File: src/rtl/sum_sevenseg_display.sv
// Converts a captured 5-bit adder result to two BCD digits (sequential double dabble)
// and scans them onto a 4-digit common-anode display. Define CARRY_DP_EN to light dp on carry.
module sum_sevenseg_display #(
  parameter int REFRESH_DIV = 100000,
  parameter int IN_W        = 5
) (
  input  logic            clk,
  input  logic            rst_n,
  input  logic [IN_W-1:0] sum_in,
  input  logic            load,
  output logic            busy,
  output logic [6:0]      seg,
  output logic [3:0]      an,
  output logic            dp
);

  localparam int CNT_W     = $clog2(REFRESH_DIV);
  localparam int BIT_CNT_W = $clog2(IN_W + 1);
  localparam int DD_W      = 8 + IN_W;

  typedef enum logic [1:0] {
    ST_IDLE   = 2'd0,
    ST_SHIFT  = 2'd1,
    ST_UPDATE = 2'd2
  } state_t;

  state_t               r_state;
  state_t               w_next_state;
  logic                 w_capture;
  logic                 w_shift_en;
  logic                 w_update;
  logic                 r_busy;

  logic [IN_W-1:0]      r_shreg;
  logic [7:0]           r_bcd;
  logic [BIT_CNT_W-1:0] r_bit_cnt;
  logic [7:0]           w_bcd_adj;
  logic [DD_W-1:0]      w_dd_next;

  logic [3:0]           r_tens;
  logic [3:0]           r_units;
  logic [CNT_W-1:0]     r_refresh_cnt;
  logic                 r_digit_idx;

  logic [6:0]           w_seg_next;
  logic [3:0]           w_an_next;
  logic                 w_dp_next;
  logic [6:0]           r_seg;
  logic [3:0]           r_an;
  logic                 r_dp;

  function automatic logic [7:0] bcd_adjust(input logic [7:0] b);
    logic [3:0] hi;
    logic [3:0] lo;
    hi = (b[7:4] >= 4'd5) ? (b[7:4] + 4'd3) : b[7:4];
    lo = (b[3:0] >= 4'd5) ? (b[3:0] + 4'd3) : b[3:0];
    return {hi, lo};
  endfunction

  function automatic logic [6:0] seg_code(input logic [3:0] d);
    logic [6:0] c;
    case (d)
      4'd0:    c = 7'b1000000;
      4'd1:    c = 7'b1111001;
      4'd2:    c = 7'b0100100;
      4'd3:    c = 7'b0110000;
      4'd4:    c = 7'b0011001;
      4'd5:    c = 7'b0010010;
      4'd6:    c = 7'b0000010;
      4'd7:    c = 7'b1111000;
      4'd8:    c = 7'b0000000;
      4'd9:    c = 7'b0010000;
      default: c = 7'h7F;
    endcase
    return c;
  endfunction

  // FSM state register
  always_ff @(posedge clk or negedge rst_n) begin
    if (!rst_n) begin
      r_state <= ST_IDLE;
    end else begin
      r_state <= w_next_state;
    end
  end

  // FSM next-state logic
  always_comb begin
    w_next_state = r_state;
    case (r_state)
      ST_IDLE: begin
        if (load) begin
          w_next_state = ST_SHIFT;
        end else begin
          w_next_state = ST_IDLE;
        end
      end
      ST_SHIFT: begin
        if (r_bit_cnt == BIT_CNT_W'(IN_W - 1)) begin
          w_next_state = ST_UPDATE;
        end else begin
          w_next_state = ST_SHIFT;
        end
      end
      ST_UPDATE: w_next_state = ST_IDLE;
      default:   w_next_state = ST_IDLE;
    endcase
  end

  // FSM control outputs
  always_comb begin
    w_capture  = 1'b0;
    w_shift_en = 1'b0;
    w_update   = 1'b0;
    case (r_state)
      ST_IDLE:   w_capture  = load;
      ST_SHIFT:  w_shift_en = 1'b1;
      ST_UPDATE: w_update   = 1'b1;
      default: begin
        w_capture  = 1'b0;
        w_shift_en = 1'b0;
        w_update   = 1'b0;
      end
    endcase
  end

  // busy registered from the next state so it tracks SHIFT/UPDATE exactly
  always_ff @(posedge clk or negedge rst_n) begin
    if (!rst_n) begin
      r_busy <= 1'b0;
    end else begin
      r_busy <= (w_next_state != ST_IDLE);
    end
  end

  assign w_bcd_adj = bcd_adjust(r_bcd);
  assign w_dd_next = {w_bcd_adj, r_shreg} << 1;

  // Double-dabble datapath: adjust nibbles, then shift one input bit into the BCD register
  always_ff @(posedge clk or negedge rst_n) begin
    if (!rst_n) begin
      r_shreg   <= '0;
      r_bcd     <= 8'd0;
      r_bit_cnt <= '0;
    end else if (w_capture) begin
      r_shreg   <= sum_in;
      r_bcd     <= 8'd0;
      r_bit_cnt <= '0;
    end else if (w_shift_en) begin
      {r_bcd, r_shreg} <= w_dd_next;
      r_bit_cnt        <= r_bit_cnt + BIT_CNT_W'(1);
    end else begin
      r_shreg   <= r_shreg;
      r_bcd     <= r_bcd;
      r_bit_cnt <= r_bit_cnt;
    end
  end

  // Display digit registers, refreshed only once a conversion completes
  always_ff @(posedge clk or negedge rst_n) begin
    if (!rst_n) begin
      r_tens  <= 4'd0;
      r_units <= 4'd0;
    end else if (w_update) begin
      r_tens  <= r_bcd[7:4];
      r_units <= r_bcd[3:0];
    end else begin
      r_tens  <= r_tens;
      r_units <= r_units;
    end
  end

`ifdef CARRY_DP_EN
  logic r_carry;

  // Carry is latched at capture time, alongside the shift register load
  always_ff @(posedge clk or negedge rst_n) begin
    if (!rst_n) begin
      r_carry <= 1'b0;
    end else if (w_capture) begin
      r_carry <= sum_in[IN_W-1];
    end else begin
      r_carry <= r_carry;
    end
  end

  assign w_dp_next = ~(~r_digit_idx & r_carry);
`else
  assign w_dp_next = 1'b1;
`endif

  // Refresh counter and digit slot index
  always_ff @(posedge clk or negedge rst_n) begin
    if (!rst_n) begin
      r_refresh_cnt <= '0;
      r_digit_idx   <= 1'b0;
    end else if (r_refresh_cnt == CNT_W'(REFRESH_DIV - 1)) begin
      r_refresh_cnt <= '0;
      r_digit_idx   <= ~r_digit_idx;
    end else begin
      r_refresh_cnt <= r_refresh_cnt + CNT_W'(1);
      r_digit_idx   <= r_digit_idx;
    end
  end

  // Digit slot decode with leading-zero blanking of the tens position
  always_comb begin
    w_seg_next = 7'h7F;
    w_an_next  = 4'hF;
    if (r_digit_idx == 1'b0) begin
      w_an_next  = 4'b1110;
      w_seg_next = seg_code(r_units);
    end else if (r_tens == 4'd0) begin
      w_an_next  = 4'b1111;
      w_seg_next = 7'h7F;
    end else begin
      w_an_next  = 4'b1101;
      w_seg_next = seg_code(r_tens);
    end
  end

  // Registered pin drivers keep seg/an glitch-free
  always_ff @(posedge clk or negedge rst_n) begin
    if (!rst_n) begin
      r_seg <= 7'h7F;
      r_an  <= 4'hF;
      r_dp  <= 1'b1;
    end else begin
      r_seg <= w_seg_next;
      r_an  <= w_an_next;
      r_dp  <= w_dp_next;
    end
  end

  assign busy = r_busy;
  assign seg  = r_seg;
  assign an   = r_an;
  assign dp   = r_dp;

endmodule

File: config.mk
export PLATFORM = sky130hd
export DESIGN_NAME = sum_sevenseg_display
export DESIGN_NICKNAME = d
export VERILOG_FILES = /design/src/rtl/sum_sevenseg_display.sv
export SDC_FILE = /design/constraint.sdc
export NUM_CORES = 1
export LEC_CHECK = 0
export ABC_AREA = 1
export CAP_MARGIN = 5
export CORE_ASPECT_RATIO = 1.5
export CORE_MARGIN = 2
export CORE_UTILIZATION = 58
export DETAILED_ROUTE_END_ITERATION = 12
export PLACE_DENSITY = 0.79
export SYNTH_ARGS = -nofsm -noshare
export SYNTH_HDL_FRONTEND = slang
export SYNTH_SLANG_ARGS = --single-unit
File: constraint.sdc
create_clock -name clk -period 1.6 [get_ports clk]
set_clock_uncertainty 0.2 [all_clocks]
set_input_delay 0.4 -clock clk [delete_from_list [all_inputs] [get_ports clk]]
set_output_delay 0.4 -clock clk [all_outputs]
set_load 0.03 [all_outputs]
==> results <==
==> logic make-up after synthesis <==
logic type	share of synthesized area [%]
DFF	48.0
other	0.132
buffers and inverters	8.59
AOI/OAI and AO/OA	10.1
adders and majority gates	7.49
xor gates and xnor gates	3.08
and+or+nand+nor	22.6
==> metrics by stage <==
step / area (um^2) / TNS, ps / hold slack [ps] / std cells / setup slack [ps]
3_3_place_gp: 3150 / -242 / 107 / 432 / -48.4
6_report: 3400 / 0 / 294 / 446 / 34.8
3_5_place_dp: 3150 / -562 / 107 / 432 / -92.6
5_1_grt: 3400 / -239 / 320 / 446 / -95.9
2_1_floorplan: 2850 / 0 / -95.6 / 343 / 146
4_1_cts: 3270 / 0 / 289 / 441 / 20.8
==> worst paths after layout <==
| path | slack, ps | depth (start not counted) | to | from |
|---|---|---|---|---|
| min reg2reg | 290 | 0 | an[0] | r_digit_idx |
| max in group asynchronous | 450 | 3 | r_bcd[4] | rst_n |
| max reg2reg | 50 | 7 | r_refresh_cnt[6] | r_refresh_cnt[1] |
| min in group asynchronous | 310 | 2 | r_digit_idx | rst_n |
| min | 290 | 0 | an[0] | r_digit_idx |
| max | 30 | 1 | seg[6] | seg[6] |
==> sequential cells by signal, summed over array words and instances, names as in the netlist <==
name	count
r_refresh_cnt	17
r_digit_idx	1
seg	7
r_bit_cnt	3
r_state	2
r_tens	4
an	2
r_shreg	5
busy	1
r_bcd	8
r_units	4
==> metal layers <==
layer / wire [um] / part of all wire [%]
met5: 0 / 0
met4: 131 / 2.5
met3: 156 / 3.0
met2: 2710 / 52
met1: 2180 / 42
==> report_power, final <==
part	switching, uW	internal (uW)
Sequential	256	1780
Combinational	1190	852
Clock	430	406
==> layout by cell type (no fill, tap or decap), types with 5 or more instances in the layout <==
cell | synthesis | layout
nand2_1 | 68 | 64
nor2_1 | 41 | 38
inv_1 | 51 | 48
nand2_2 | 4 | 6
inv_2 | 4 | 7
ha_1 | 17 | 16
dfrtp_1 | 45 | 42
a21oi_1 | 12 | 12
nor2_4 | 3 | 5
nand3_1 | 18 | 14
dfstp_2 | 9 | 9
clkdlybuf4s50_1 | 0 | 6
o21ai_0 | 24 | 22
buf_6 | 1 | 9
nor2_2 | 4 | 5
clkbuf_8 | 0 | 5
xor2_1 | 8 | 8
buf_4 | 3 | 14
==> area by class of cell <==
type | count | area (um^2)
fill | 351 | 1370
multi-input combinational | 229 | 1300
sequential | 54 | 1370
inverter | 55 | 206
clock buffer | 8 | 101
timing repair buffer | 34 | 342
tap | 66 | 82.6
==> timing repair <==
item,in CTS,in global routing
hold endpoints to repair,1,0
endpoints found under the setup margin,0,33
setup buffers,0,5
hold buffers,1,0
resized for setup,0,33
==> results.json <==
{
  "outcome": "finished clean",
  "yosysSeqAreaShare_pct": 48.0,
  "num-nets-final": 404,
  "cts_buffer_depth": 2,
  "yosysMostFrequentCell": "nand2_1",
  "grt_busiest_layer": "met2",
  "crit_path_max_fanout": 1,
  "slowest_delay_ps": 540,
  "synth_top_area_cell": "dfrtp_1",
  "p_leak_uw": 0.00168,
  "max_freq_ghz": 0.639,
  "gp_congestion": 0.891,
  "layout-drive-gt1-share_pct": 20.3,
  "core_area_mm2": 0.00477,
  "worst_setup_hold_path_clk_slew_ps": 90,
  "firstDrtPassIters": 6,
  "rows": 31,
  "synth_ff_type": "dfrtp_1",
  "hp-class": "register to register",
  "synth_cell_types": 29,
  "power_uw": 4910,
  "wl_per_cell_um": 11.6,
  "use_met2_pct": 35.6,
  "synth_edf_count": 0,
  "syn-cell-area_mm2": 0.00284,
  "cts_tree": "built",
  "critPathArrivalTime_ps": 970,
  "synth_warnings": 0,
  "met3_usage_pct": 4.17,
  "final_hold_viol_count": 0,
  "die_area_mm2": 0.00549,
  "critPathTopFamily": "flip-flops",
  "synth_commonest_cells": "nand2_1, inv_1, dfrtp_1, nor2_1, o21ai_0",
  "postLayoutCoreUtil_pct": 71.3,
  "vdd_drop_max_mv": 1.25,
  "dieHeight_um": 89.7,
  "critPathKind": "register to output port",
  "cts.sinks": 54,
  "grtUsageTotal_pct": 20.8,
  "antenna_found_initial": 0,
  "met1_usage_pct": 24.5,
  "ant_nets": 0,
  "synthCells": 341,
  "drc_errors": 0,
  "vias_per_cell": 5.07,
  "syn_area_per_cell_um2": 8.33,
  "path_cells": "buf_6",
  "worstSkewPairLatency_ps": 300,
  "worstPathRequired_ps": 1000,
  "htree_num_levels": 2,
  "start_kind": "register",
  "syn_to_final_growth_pct": 19.7,
  "grt_start_max_net_pins": 26,
  "drv_cap": 0,
  "via_count": 2261,
  "min_period_over_period_pct": 97.8,
  "synth.area.top_cells": "dfrtp_1, nand2_1, dfstp_2",
  "path_buf_inv": 1,
  "ys_ff_latch": 54,
  "dp_hpwl_um": 3800,
  "synth_top_area_share_pct": 39.6,
  "ios": 21,
  "clockRootBuffer": "clkbuf_8",
  "overflow": 0,
  "finalSetupViolations": 0,
  "slew_viol_final": 0,
  "first_global_vias": 2207,
  "drt-total-wl_um": 5190,
  "die_w_um": 61.2,
  "slowest_stage": "dfstp_2",
  "cts_buffers": 5,
  "grt_pass1_wl_um": 8980,
  "period_minus_slack_ps": 1570,
  "cp-end-kind": "output port",
  "io_buffers": 17,
  "num_antenna_cells": 0,
  "rsz0062_at_grt": "yes",
  "power.density_mw_per_mm2": 1440,
  "drtIter0Drc": 74,
  "start_util_pct": 59.6,
  "async_flop_share_pct": 100
}
No activity file was read; power rests on OpenSTA's default activity.
